## config.mk

```make
export PLATFORM = sky130hd
export DESIGN_NAME = axil_wr_slave
export DESIGN_NICKNAME = d
export VERILOG_FILES = /design/src/rtl/axil_wr_slave.sv
export SDC_FILE = /design/constraint.sdc
export NUM_CORES = 1
export LEC_CHECK = 0
export CAP_MARGIN = 10
export CORE_MARGIN = 5
export CORE_UTILIZATION = 59
export DETAILED_ROUTE_END_ITERATION = 12
export GPL_ROUTABILITY_DRIVEN = 1
export GPL_TIMING_DRIVEN = 0
export PLACE_DENSITY = 0.9
export SLEW_MARGIN = 20
export SYNTH_ARGS = -nofsm -noshare
export SYNTH_HDL_FRONTEND = slang
export SYNTH_SLANG_ARGS = --single-unit
```

## constraint.sdc

```tcl
create_clock -name clk -period 4.2 [get_ports clk]
set_input_delay 0.84 -clock clk [delete_from_list [all_inputs] [get_ports clk]]
set_output_delay 0.84 -clock clk [all_outputs]
set_load 0.01 [all_outputs]
```

## src/rtl/axil_wr_slave.sv

```systemverilog
// AXI4-Lite write-only slave over a small register file, with byte-strobe merge and OKAY/SLVERR responses.
// Registers and B update on the edge after the last AW/W handshake. At most one transaction is outstanding; AW/W stall until B is taken.
module axil_wr_slave #(
    parameter int ADDR_W   = 32,
    parameter int DATA_W   = 32,
    parameter int NUM_REGS = 4
) (
    input  logic                        clk,
    input  logic                        rst,
    input  logic [ADDR_W-1:0]           AWADDR,
    input  logic                        AWVALID,
    output logic                        AWREADY,
    input  logic [DATA_W-1:0]           WDATA,
    input  logic [DATA_W/8-1:0]         WSTRB,
    input  logic                        WVALID,
    output logic                        WREADY,
    output logic [1:0]                  BRESP,
    output logic                        BVALID,
    input  logic                        BREADY,
    input  logic [$clog2(NUM_REGS)-1:0] rd_idx,
    output logic [DATA_W-1:0]           rd_data,
    output logic                        wr_pulse,
    output logic [$clog2(NUM_REGS)-1:0] wr_idx
);
    localparam int IDX_W = $clog2(NUM_REGS);
    localparam int NLANE = DATA_W / 8;

    typedef enum logic [1:0] {IDLE, WRITE, RESP} state_t;

    state_t              state;
    state_t              state_nxt;
    logic                aw_held;
    logic                w_held;
    logic [ADDR_W-3:0]   addr_q;
    logic [DATA_W-1:0]   data_q;
    logic [NLANE-1:0]    strb_q;
    logic                aw_hs;
    logic                w_hs;
    logic                in_range;
    logic [IDX_W-1:0]    idx;
    logic                unused_addr_lsb;

    // Array is padded to a power of two; slots at or above NUM_REGS are never written and read as 0.
    logic [DATA_W-1:0]   regs [2**IDX_W];

    assign unused_addr_lsb = ^AWADDR[1:0];
    assign aw_hs    = AWVALID & AWREADY;
    assign w_hs     = WVALID & WREADY;
    assign idx      = addr_q[IDX_W-1:0];
    assign in_range = addr_q < (ADDR_W-2)'(NUM_REGS);
    assign rd_data  = regs[rd_idx];

    always_ff @(posedge clk or negedge rst) begin
        if (!rst) begin
            state <= IDLE;
        end else begin
            state <= state_nxt;
        end
    end

    always_comb begin
        state_nxt = state;
        case (state)
            IDLE:    if ((aw_held | aw_hs) & (w_held | w_hs)) state_nxt = WRITE;
            WRITE:   state_nxt = RESP;
            RESP:    if (BREADY) state_nxt = IDLE;
            default: state_nxt = IDLE;
        endcase
    end

    // Ready is forced low while reset is asserted, not just after the first edge.
    always_comb begin
        AWREADY = 1'b0;
        WREADY  = 1'b0;
        if (rst && state == IDLE) begin
            AWREADY = !aw_held;
            WREADY  = !w_held;
        end
    end

    always_ff @(posedge clk or negedge rst) begin
        if (!rst) begin
            aw_held  <= 1'b0;
            w_held   <= 1'b0;
            addr_q   <= '0;
            data_q   <= '0;
            strb_q   <= '0;
            BVALID   <= 1'b0;
            BRESP    <= 2'b00;
            wr_pulse <= 1'b0;
            wr_idx   <= '0;
        end else begin
            wr_pulse <= 1'b0;
            if (aw_hs) begin
                addr_q  <= AWADDR[ADDR_W-1:2];
                aw_held <= 1'b1;
            end
            if (w_hs) begin
                data_q <= WDATA;
                strb_q <= WSTRB;
                w_held <= 1'b1;
            end
            if (state == WRITE) begin
                aw_held <= 1'b0;
                w_held  <= 1'b0;
                BVALID  <= 1'b1;
                if (in_range) begin
                    BRESP    <= 2'b00;
                    wr_pulse <= 1'b1;
                    wr_idx   <= idx;
                end else begin
                    BRESP <= 2'b10;
                end
            end
            if (state == RESP && BREADY) begin
                BVALID <= 1'b0;
            end
        end
    end

    always_ff @(posedge clk or negedge rst) begin
        if (!rst) begin
            for (int i = 0; i < 2**IDX_W; i++) begin
                regs[i] <= '0;
            end
        end else if (state == WRITE && in_range) begin
            for (int b = 0; b < NLANE; b++) begin
                if (strb_q[b]) begin
                    regs[idx][8*b +: 8] <= data_q[8*b +: 8];
                end
            end
        end
    end
endmodule

```

==> Yosys cells after proc, flatten, opt, wreduce, memory -nomap -nowiden <==
Cells that the tools add are included.
{ "classes": {"n_addsub": 0, "multipliers": 0, "div_mod_pow": 0, "n_lt_le_gt_ge": 4, "eq_ne": 4, "shift": 0, "mux": 36, "bitwise_logic": 7, "reduce_logical": 12} }
{ "op_table": {"columns": ["op", "n"], "rows": [
  ["two-way mux 128 bit", 7],
  ["bitwise mux 128 bit", 4],
  ["demux 32 bit (select 2 bit)", 4],
  ["two-way mux 32 bit", 3],
  ["binary-select mux 32 bit (select 2 bit)", 1],
  ["< comparator 30 x 3 -> 1 bit, second input constant", 1],
  ["two-way mux 24 bit", 1],
  ["two-way mux 16 bit", 1],
  ["two-way mux 1 bit", 10],
  ["two-way mux 8 bit", 1],
  ["greater-or-equal comparator 3 bit, second input constant", 2],
  ["two-way mux 2 bit", 3],
  ["NOT 2 -> 3 bit", 2],
  ["one-hot mux 2 bit (3 select lines)", 1],
  ["nonzero test 2 bit", 3],
  ["logical AND 1 bit", 4],
  ["inequality test 2 bit, second input constant", 2],
  ["AND reduction 2 bit", 2],
  ["AND 1 bit", 3],
  ["< comparator 3 x 1 -> 1 bit, second input constant", 1],
  ["== test 2 x 1 -> 1 bit, second input constant", 1],
  ["== test 2 bit, second input constant", 1],
  ["logical NOT 1 bit", 2],
  ["logical NOT 2 bit", 1],
  ["OR 1 bit", 2]
]} }
{ "totals": {"reg_bits": 204, "latch_bits": 0, "mem_bits_rw": 0, "mem_bits_ro": 0, "input_bits": 75, "out_inout_bits": 40, "elab_cells": 77, "n_memories": 0} }

==> Logic depth before layout (Yosys ltp) <==
Gate-level depths: netlist of the first run.
{ "depth": {"depth_word": 16, "ltp_mapped": 5, "depth_no_buf": 4} }

==> Worst setup path after synthesis of the first run <==
Ideal clock, no wire load.
{ "synth_timing": {"path_kind": "input to output", "start": "in rd_idx[0]", "end": "out rd_data[10]", "arrival_ps": 2200, "required_ps": 3360, "slack_ps": 1160, "path_stages": 3, "n_path_buf": 2, "path_cell_list": "clkbuf_1 -> buf_1 -> mux4_2"} }
{ "synth_via": {"elab_chain_len": 4} }
{ "synth_lines": {"columns": ["item", "line", "rtl"], "rows": [
  ["start: declaration", "20", "input logic [$clog2(NUM_REGS)-1:0] rd_idx,"],
  ["NOT 2 -> 3 bit (implied by the code)", "51", "assign rd_data = regs[rd_idx];"],
  ["binary-select mux 32 bit (select 2 bit)", "51", null],
  ["two-way mux 32 bit (implied by the code) (2 in a row)", "51", null],
  ["end: declaration", "21", "output logic [DATA_W-1:0] rd_data,"]
]} }
Every way passes these cells. The select of a mux whose other input is x is not followed.

==> Worst setup path after layout of the first run <==
{ "layout_timing": {"start": "in rd_idx[1]", "end": "out rd_data[19]"} }
The elaborated chain is that of the path after synthesis.

==> qor.txt, run 1 <==
Largest net degree at the start of global routing - 108
Core area - 14400 sq um
Max_cap viols - 0
Root Buffer - clkbuf_16
FF-to-FF setup slack - 1.29 ns
Worst path cell trace - clkdlybuf4s50_1 -> clkbuf_1 -> mux4_2 -> clkdlybuf4s50_1
Syn Std Cell Area - 8570 sq um
Number of global-route vias before repair - 5578
# port buffers - 110
Tot GR Track Use - 22.1%
Fin cells - 835
Yosys cell types - 21
Drt drc - 0
CTS tree - yes
Pre-CTS WS - 0.145 ns
Clk buf depth - 3
Worst hold-check path type - primary input to asynchronous set/reset pin
First-pass GRT wire length - 29.4 mm
Starting DRC count in detailed routing - 228
Die width - 131 microns
Nets - 711
Crit start category - primary input
Most common cell on crit path - clkdlybuf4s50_1
Arr. time, crit path - 3.07 ns
Buf+Inv Stages, Crit Path - 3
Post-CTS Setup Bufs - 0
Final Hold Fails - 0
Vias/cell - 5.79
Slew HR - 27.0%
Skew final - 0.0191 ns
Worst-path clk slew - 0.06 ns
DR vias - 4834
CP delay by family, top - buffers and inverters
P&R area growth vs syn - 24.8%
Tmin final - 3.91 ns
Most frequent cells in the layout - dfrtp_1, mux2_2, clkdlybuf4s50_1, mux4_2, clkbuf_16
Antenna violations before repair - 0
Sequential area share after synthesis - 59.2%
Detail Route Antenna Nets - 0
Worst Hold Slack - 0.288 ns
VDD IR max - 0.355 mV
PD cells - 502 nW/um^2
Final Power - 5.38 mW
Ys Warns - 0
Antenna Diode Count - 0
CTS H-tree lvls - 1
Sequential Power Share - 48.8%
1st-pass router iterations - 4
Finish-stage setup viols - 0
Cell Int Power - 3.94 mW
Finished Cell Area - 10700 sq um
Synthesized area per cell - 17.1 sq um
Final worst setup slack - 0.290 ns
Wire length per cell - 21.5 microns
CP peak stage delay - 0.65 ns
TritonCTS Buffers - 22
HPWL after DPL - 12.2 mm
RSZ-0062 raised after global routing - no
Boundary Pins - 115
Row count - 44
Placed instance area - 9940 sq um
Layout cells sized above 1 - 44.1%
Mapped Nets - 576
Clock network power share - 35.4%
Die area - 17000 sq um
Worst-Skew Late Latency - 0.50 ns
Critical path's slowest cell - clkbuf_1
Worst-margin pin slew - 1.09 ns
Commonest non-fill, non-tap cell in the layout - dfrtp_1
Sw frac - 26.8%
Combinational power share - 15.8%
Leakage power - 4.88 nW
Total clock sinks - 203
Synth Instances - 501
Gp weighted congestion - 0.813
#FFs+latches synth - 203
Period utilization - 93.1%
CP endpoint kind - output pin
Status - complete, no violations
Net Sw Power - 1.44 mW
Grt total ovfl - 0
Worst EP required - 3.36 ns
Slew Viols, Final - 0
Worst-path fanout max - 10
Initial core utilization - 59.7%
FMAX - 256 MHz
Crit Path Class - primary input to output pin
Final wirelength - 18.0 mm
Die Y - 131 microns
Placed insts - 796
cells in the mapped netlist (all sizes together):
cell type,count,area share (%)
nand4,2,0.29
buf,7,0.48
and2b,1,0.088
nor4,24,3.8
nor3b,1,0.088
conb,1,0.044
clkbuf,10,0.44
mux4,32,8.4
inv,5,0.22
nand2,4,0.18
nor4b,2,0.20
dfrtp,203,59
mux2,196,26
or2,2,0.15
a21oi,4,0.23
nand2b,2,0.15
nor2,5,0.22
worst paths after layout:
check	cells after the start	to	start
min in group clk	1	regs[67]	regs[67]
setup / recovery	4	rd_data[19]	rd_idx[1]
hold reg to reg	1	regs[67]	regs[67]
setup reg to reg	4	regs[47]	addr_q[28]
max in group asynchronous	2	data_q[6]	rst
hold / removal	1	regs[118]	rst
timing repair:
item,4_1_cts,5_1_grt
endpoints found under the setup margin,0,2
resized for setup,0,1
hold buffers,0,0
hold endpoints to repair,0,0
power groups by stage:
stage | Clock (mW) | Sequential, mW | Combinational, mW
detailed placement | 0 | 2.64 | 0.844
floorplan | 0 | 2.54 | 0.593
global route | 2.03 | 2.67 | 0.926
CTS | 1.94 | 2.62 | 0.853
global placement | 0 | 2.60 | 0.789
finish | 1.91 | 2.62 | 0.848
state kept, by name (all words and copies together), names as in the netlist:
signal,count
BRESP,1
BVALID,1
addr_q,30
aw_held,1
data_q,32
regs,128
state,2
strb_q,4
w_held,1
wr_idx,2
wr_pulse,1
logic make-up (layout without fill, tap and decap cells):
group,after synthesis,count (layout),share of synthesized area [%]
compound gates,4,4,0.233
buf+inv,22,172,1.14
simple gates,43,43,5.19
flops,203,203,59.2
other cells,1,1,0.0437
mux,228,228,34.1
per-stage QoR:
step                      TNS (ns)  utilization [%]
after floorplan                  0                -
after global placement    -1459.38             68.9
after detailed placement         0             69.2
after CTS                        0             74.3
after global routing             0             74.5
final                            0             74.5
cell type report:
| class | instances | area, sq um |
|---|---|---|
| buffer | 17 | 80.1 |
| inverter | 5 | 18.8 |
| clock inverter | 6 | 91.3 |
| timing repair buffer | 111 | 1140 |
| clock buffer | 33 | 642 |
| tap | 184 | 230 |
| multi-input combinational | 276 | 3420 |
| sequential | 203 | 5080 |
| fill | 825 | 3660 |
routing by layer:
metal / track usage (%) / vias up / part of all wire (%) / wire length (microns)
met5: 0 / - / 0 / 0
li1: - / 2144 / - / -
met2: 39.4 / 108 / 55 / 9780
met4: 7.80 / 0 / 2.8 / 504
met3: 3.94 / 39 / 4.2 / 762
met1: 27.2 / 2543 / 38 / 6900
Power figures use the tool's default switching activity.
==> run 2, diff against run 1 <==
--- a/config.mk
+++ b/config.mk
@@ -5,8 +5,8 @@
 export SDC_FILE = /design/constraint.sdc
 export NUM_CORES = 1
 export LEC_CHECK = 0
-export CAP_MARGIN = 10
-export CORE_MARGIN = 5
+export CAP_MARGIN = 20
+export CORE_MARGIN = 2
 export CORE_UTILIZATION = 59
 export DETAILED_ROUTE_END_ITERATION = 12
 export GPL_ROUTABILITY_DRIVEN = 1
==> run 2 against run 1 <==
Flip-flop and latch count is the same. Clock power shrank 7%. Largest cell class unchanged. Final area shrank 0.72%. Worst setup slack lost 0.017 ns. Total power shrank 2.3%. Core utilization shrank 0.54 points. Non-clock buffer count is the same. Highest routed layer unchanged.
==> qor.txt, run 2 (synthesized netlist as in run 1, its figures left out) <==
Status - complete, no violations
Finish-stage setup viols - 0 (unchanged)
CTS tree - yes
Hold_buf cts - 0 (unchanged)
Max FFs per register - 128 (unchanged)
Crit Path Class - primary input to output pin
Drt drc - 0 (unchanged)
# fillers - 855 (+3.6%)
VDD IR max - 0.320 mV (-10%)
Commonest non-fill, non-tap cell in the layout - dfrtp_1
Layout cells sized above 1 - 43.8% (-0.28 points)
Die Y - 125 microns (-4.6%)
Largest registers - regs x128, data_q x32, addr_q x30
RSZ-0062 raised after global routing - no
Worst path cell trace - clkbuf_1 -> buf_1 -> mux4_2 -> clkdlybuf4s50_1
Slew Viols, Final - 0 (unchanged)
Post-CTS Setup Bufs - 0 (unchanged)
# port buffers - 110 (unchanged)
P&R area growth vs syn - 23.9%
Vias/cell - 5.83 (+0.75%)
TritonCTS Buffers - 21 (-4.5%)
Worst-path clk slew - 0.06 ns (about the same)
Finished Cell Area - 10600 sq um (-0.72%)
Final Hold Fails - 0 (unchanged)
Root Buffer - clkbuf_16
Antenna Diode Count - 0 (unchanged)
Most frequent cells in the layout - dfrtp_1, mux2_2, clkdlybuf4s50_1, mux4_2, clkbuf_16
CTS H-tree lvls - 1 (unchanged)
CTS resizes - 0 (unchanged)
Nets - 710 (-0.14%)
Clk buf depth - 3 (unchanged)
Detail Route Antenna Nets - 0 (unchanged)
Worst-path fanout max - 10 (unchanged)
Gp weighted congestion - 0.798 (-1.9%)
Wire length per cell - 21.1 microns (-2.0%)
First-pass GRT wire length - 28.2 mm (-4.0%)
DR vias - 4841 (+0.14%)
Worst hold-check path type - primary input to asynchronous set/reset pin
Biggest register - regs
Arr. time, crit path - 3.09 ns (+0.02 ns)
Critical path's slowest cell - buf_1
Worst Hold Slack - 0.358 ns (+0.0702 ns)
Row count - 44 (unchanged)
Tmin final - 3.93 ns (+0.0167 ns)
HPWL after DPL - 11.9 mm (-2.0%)
Period utilization - 93.5% (+0.40 points)
Core area - 14400 sq um (unchanged)
Max_cap viols - 0 (unchanged)
1st-pass router iterations - 4 (unchanged)
Leakage power - 4.85 nW (-0.69%)
Tot GR Track Use - 22.9% (+0.80 points)
Number of global-route vias before repair - 5315 (-4.7%)
Total clock sinks - 203 (unchanged)
Die width - 125 microns (-4.6%)
Crit start category - primary input
CP peak stage delay - 0.80 ns (+0.15 ns)
FMAX - 255 MHz (-0.42%)
Boundary Pins - 115 (unchanged)
Util after Layout - 74.0% (-0.54 points)
Slew HR - 27.2% (+0.23 points)
Final Power - 5.25 mW (-2.3%)
Placed instance area - 9940 sq um (unchanged)
Die area - 15500 sq um (-9.0%)
Initial core utilization - 59.7% (unchanged)
CP endpoint kind - output pin
Antenna violations before repair - 0 (unchanged)
Grt total ovfl - 0 (unchanged)
Worst-margin pin slew - 1.08 ns (-0.00341 ns)
Starting DRC count in detailed routing - 232 (+1.8%)
Worst EP required - 3.36 ns (about the same)
PD cells - 494 nW/um^2 (-1.6%)
Skew final - 0.0109 ns (-0.00821 ns)
Largest net degree at the start of global routing - 112 (+3.7%)
Final wirelength - 17.5 mm (-2.6%)
Worst-Skew Late Latency - 0.49 ns (about the same)
[run 2: cell type report]
cell class | count | area [sq um] | share of cell area [%]
well taps | 184 | 230 | 2.17
multi-input cells | 276 | 3430 | 32.3
inverters | 5 | 18.8 | 0.177
repair buffers | 111 | 1130 | 10.7
flip-flops and latches | 203 | 5080 | 47.8
clock buffers | 27 | 568 | 5.35
plain buffers | 17 | 78.8 | 0.742
clock inverters | 7 | 85.1 | 0.801
[run 2: routing by layer]
layer  global-route usage (%)  wire length (microns)
met2                     39.9                   9190
met5                        0                      0
met1                     30.2                   7180
met4                     5.42                    371
met3                     4.25                    732
[run 2: where the power goes]
group          switching, mW  internal, mW
combinational          0.404         0.448
sequential             0.319          2.31
clock                  0.705          1.07
[run 2: stage by stage]
stage / setup slack [ns] / instances / setup TNS [ns]
2_1_floorplan: 1.16 / 501 / 0
3_3_place_gp: -5.46 / 795 / -1438.95
3_5_place_dp: 0.191 / 796 / 0
4_1_cts: 0.184 / 830 / 0
5_1_grt: 0.00183 / 830 / 0
6_report: 0.273 / 830 / 0
[run 2: worst paths after layout]
path                            startpoint     endpoint  slack [ns]  cells past startpoint
worst max-delay path             rd_idx[0]  rd_data[14]        0.27                      4
worst min-delay path                   rst   data_q[19]        0.36                      1
worst max register to register   addr_q[7]     regs[18]        1.35                      4
worst min register to register    regs[16]     regs[16]        0.50                      1
max in group asynchronous              rst    data_q[5]        2.90                      2
min in group clk                  regs[16]     regs[16]        0.50                      1
[run 2: critical path, delay by kind of cell]
kind / cells / cell delay, ns
buffers and inverters: 3 / 1.65
multiplexers: 1 / 0.59
==> run 3, diff against run 2 <==
--- a/config.mk
+++ b/config.mk
@@ -7,11 +7,12 @@
 export LEC_CHECK = 0
 export CAP_MARGIN = 20
 export CORE_MARGIN = 2
-export CORE_UTILIZATION = 59
+export CORE_UTILIZATION = 61
+export CTS_BUF_LIST = sky130_fd_sc_hd__clkbuf_2 sky130_fd_sc_hd__clkbuf_4 sky130_fd_sc_hd__clkbuf_8
 export DETAILED_ROUTE_END_ITERATION = 12
 export GPL_ROUTABILITY_DRIVEN = 1
 export GPL_TIMING_DRIVEN = 0
-export PLACE_DENSITY = 0.9
+export PLACE_DENSITY = 0.92
 export SLEW_MARGIN = 20
 export SYNTH_ARGS = -nofsm -noshare
 export SYNTH_HDL_FRONTEND = slang
==> run 3 against run 2 <==
First-iteration DRC count decreased by 21%. Hold slack got worse by 0.14 ns. Core utilization increased by 3.0 points.
==> qor.txt, run 3 (synthesized netlist as in run 1, its figures left out) <==
Status - complete, no violations
VDD IR max - 0.291 mV (-9.1%)
Slew Viols, Final - 0 (unchanged)
CTS tree - yes
Finish-stage setup viols - 0 (unchanged)
Worst hold-check path type - primary input to asynchronous set/reset pin
Pre-CTS WS - 0.238 ns (+0.0473 ns)
Hold_buf cts - 0 (unchanged)
Detail Route Antenna Nets - 0 (unchanged)
Vias/cell - 5.84 (about the same)
R2R cell count - 4 (unchanged)
Root Buffer - clkbuf_8
Boundary Pins - 115 (unchanged)
Most frequent cells in the layout - dfrtp_1, mux2_2, clkdlybuf4s50_1, clkbuf_8, mux4_2
RSZ-0062 raised after global routing - no
Worst-margin pin slew - 1.14 ns (+0.0558 ns)
Tot GR Track Use - 24.5% (+1.6 points)
Drt drc - 0 (unchanged)
Worst-Skew Late Latency - 0.51 ns (+0.02 ns)
Max FFs per register - 128 (unchanged)
Wire length per cell - 20.7 microns (-1.6%)
Worst-path clk slew - 0.05 ns (about the same)
Layout cells sized above 1 - 46.1% (+2.3 points)
Number of global-route vias before repair - 5496 (+3.4%)
Largest registers - regs x128, data_q x32, addr_q x30
First-pass GRT wire length - 27.7 mm (-1.6%)
Max_cap viols - 0 (unchanged)
Skew final - 0.0239 ns (+0.0131 ns)
PD cells - 483 nW/um^2 (-2.2%)
Nets - 724 (+2.0%)
Final Hold Fails - 0 (unchanged)
Antenna Diode Count - 0 (unchanged)
Antenna violations before repair - 0 (unchanged)
Clk buf depth - 3 (unchanged)
CTS resizes - 0 (unchanged)
Leakage power - 4.87 nW (+0.48%)
Grt total ovfl - 0 (unchanged)
Total clock sinks - 203 (unchanged)
Die area - 15000 sq um (-3.2%)
Gp weighted congestion - 0.776 (-2.7%)
Slew HR - 23.5% (-3.7 points)
DR vias - 4937 (+2.0%)
Biggest register - regs
CTS H-tree lvls - 2 (+1)
Commonest non-fill, non-tap cell in the layout - dfrtp_1
Post-CTS Setup Bufs - 0 (unchanged)
P&R area growth vs syn - 24.0% (about the same)
Starting DRC count in detailed routing - 184 (-21%)
Worst EP required - 3.36 ns (about the same)
Die width - 123 microns (-1.6%)
1st-pass router iterations - 4 (unchanged)
Core area - 13800 sq um (-3.8%)
Die Y - 123 microns (-1.6%)
Largest net degree at the start of global routing - 88 (-21%)
Finished Cell Area - 10600 sq um (about the same)
Arr. time, crit path - 3.08 ns (about the same)
CP endpoint kind - output pin
# port buffers - 110 (unchanged)
HPWL after DPL - 11.9 mm (-0.69%)
Crit start category - primary input
Setup TNS Final - 0 ns (unchanged)
Final worst setup slack - 0.279 ns (+0.00607 ns)
Period utilization - 93.4% (-0.14 points)
Placed instance area - 9960 sq um (+0.23%)
Row count - 43 (-2.3%)
FMAX - 255 MHz (+0.16%)
Initial core utilization - 62.0% (+2.3 points)
Final wirelength - 17.5 mm (+0.27%)
Crit Path Class - primary input to output pin
Tmin final - 3.92 ns (-0.00607 ns)
Worst-path fanout max - 10 (unchanged)
TritonCTS Buffers - 34 (+62%)
==> run 3: report_power, final <==
part	switching, mW	leakage, nW	internal, mW
registers	0.307	2.69	2.31
clock network	0.722	0.343	0.960
logic	0.392	1.84	0.450
total	1.42	4.87	3.72
==> run 3: final cells by class <==
| class | count | area (sq um) |
|---|---|---|
| clock inverter | 1 | 7.51 |
| sequential | 203 | 5080 |
| fill | 788 | 3190 |
| timing repair buffer | 112 | 1160 |
| inverter | 5 | 18.8 |
| tap | 180 | 225 |
| multi-input combinational | 276 | 3420 |
| buffer | 17 | 78.8 |
| clock buffer | 52 | 641 |
==> run 3: routing by layer <==
layer / share of wire, % / vias to the layer above / track usage [%]
met1: 41 / 2600 / 30.2
met4: 2.4 / 0 / 8.55
met2: 53 / 131 / 43.0
met3: 3.9 / 35 / 5.48
li1: - / 2171 / -
met5: 0 / - / 0
==> run 3: path summary, 6_finish.rpt <==
path | slack [ns] | startpoint | endpoint
max | 0.28 | rd_idx[1] | rd_data[15]
min | 0.22 | rst | addr_q[10]
max reg2reg | 1.25 | addr_q[8] | regs[9]
min reg2reg | 0.50 | regs[23] | regs[23]
max in group asynchronous | 3.24 | rst | regs[7]
min in group clk | 0.50 | regs[23] | regs[23]
==> run 3: stage by stage <==
step	utilization [%]	hold slack (ns)	power [mW]	cells
5_1_grt	76.9	0.222	5.38	846
2_1_floorplan	-	0.475	3.13	501
4_1_cts	76.7	0.203	5.16	846
3_3_place_gp	71.6	0.483	3.38	791
6_report	76.9	0.219	5.14	846
3_5_place_dp	72.0	0.490	3.47	793
==> run 3: worst max-delay path, cell delays in order <==
cell and delay, ns:
clkdlybuf4s50_1 0.62, clkbuf_1 0.64, mux4_2 0.46, clkdlybuf4s50_1 0.51
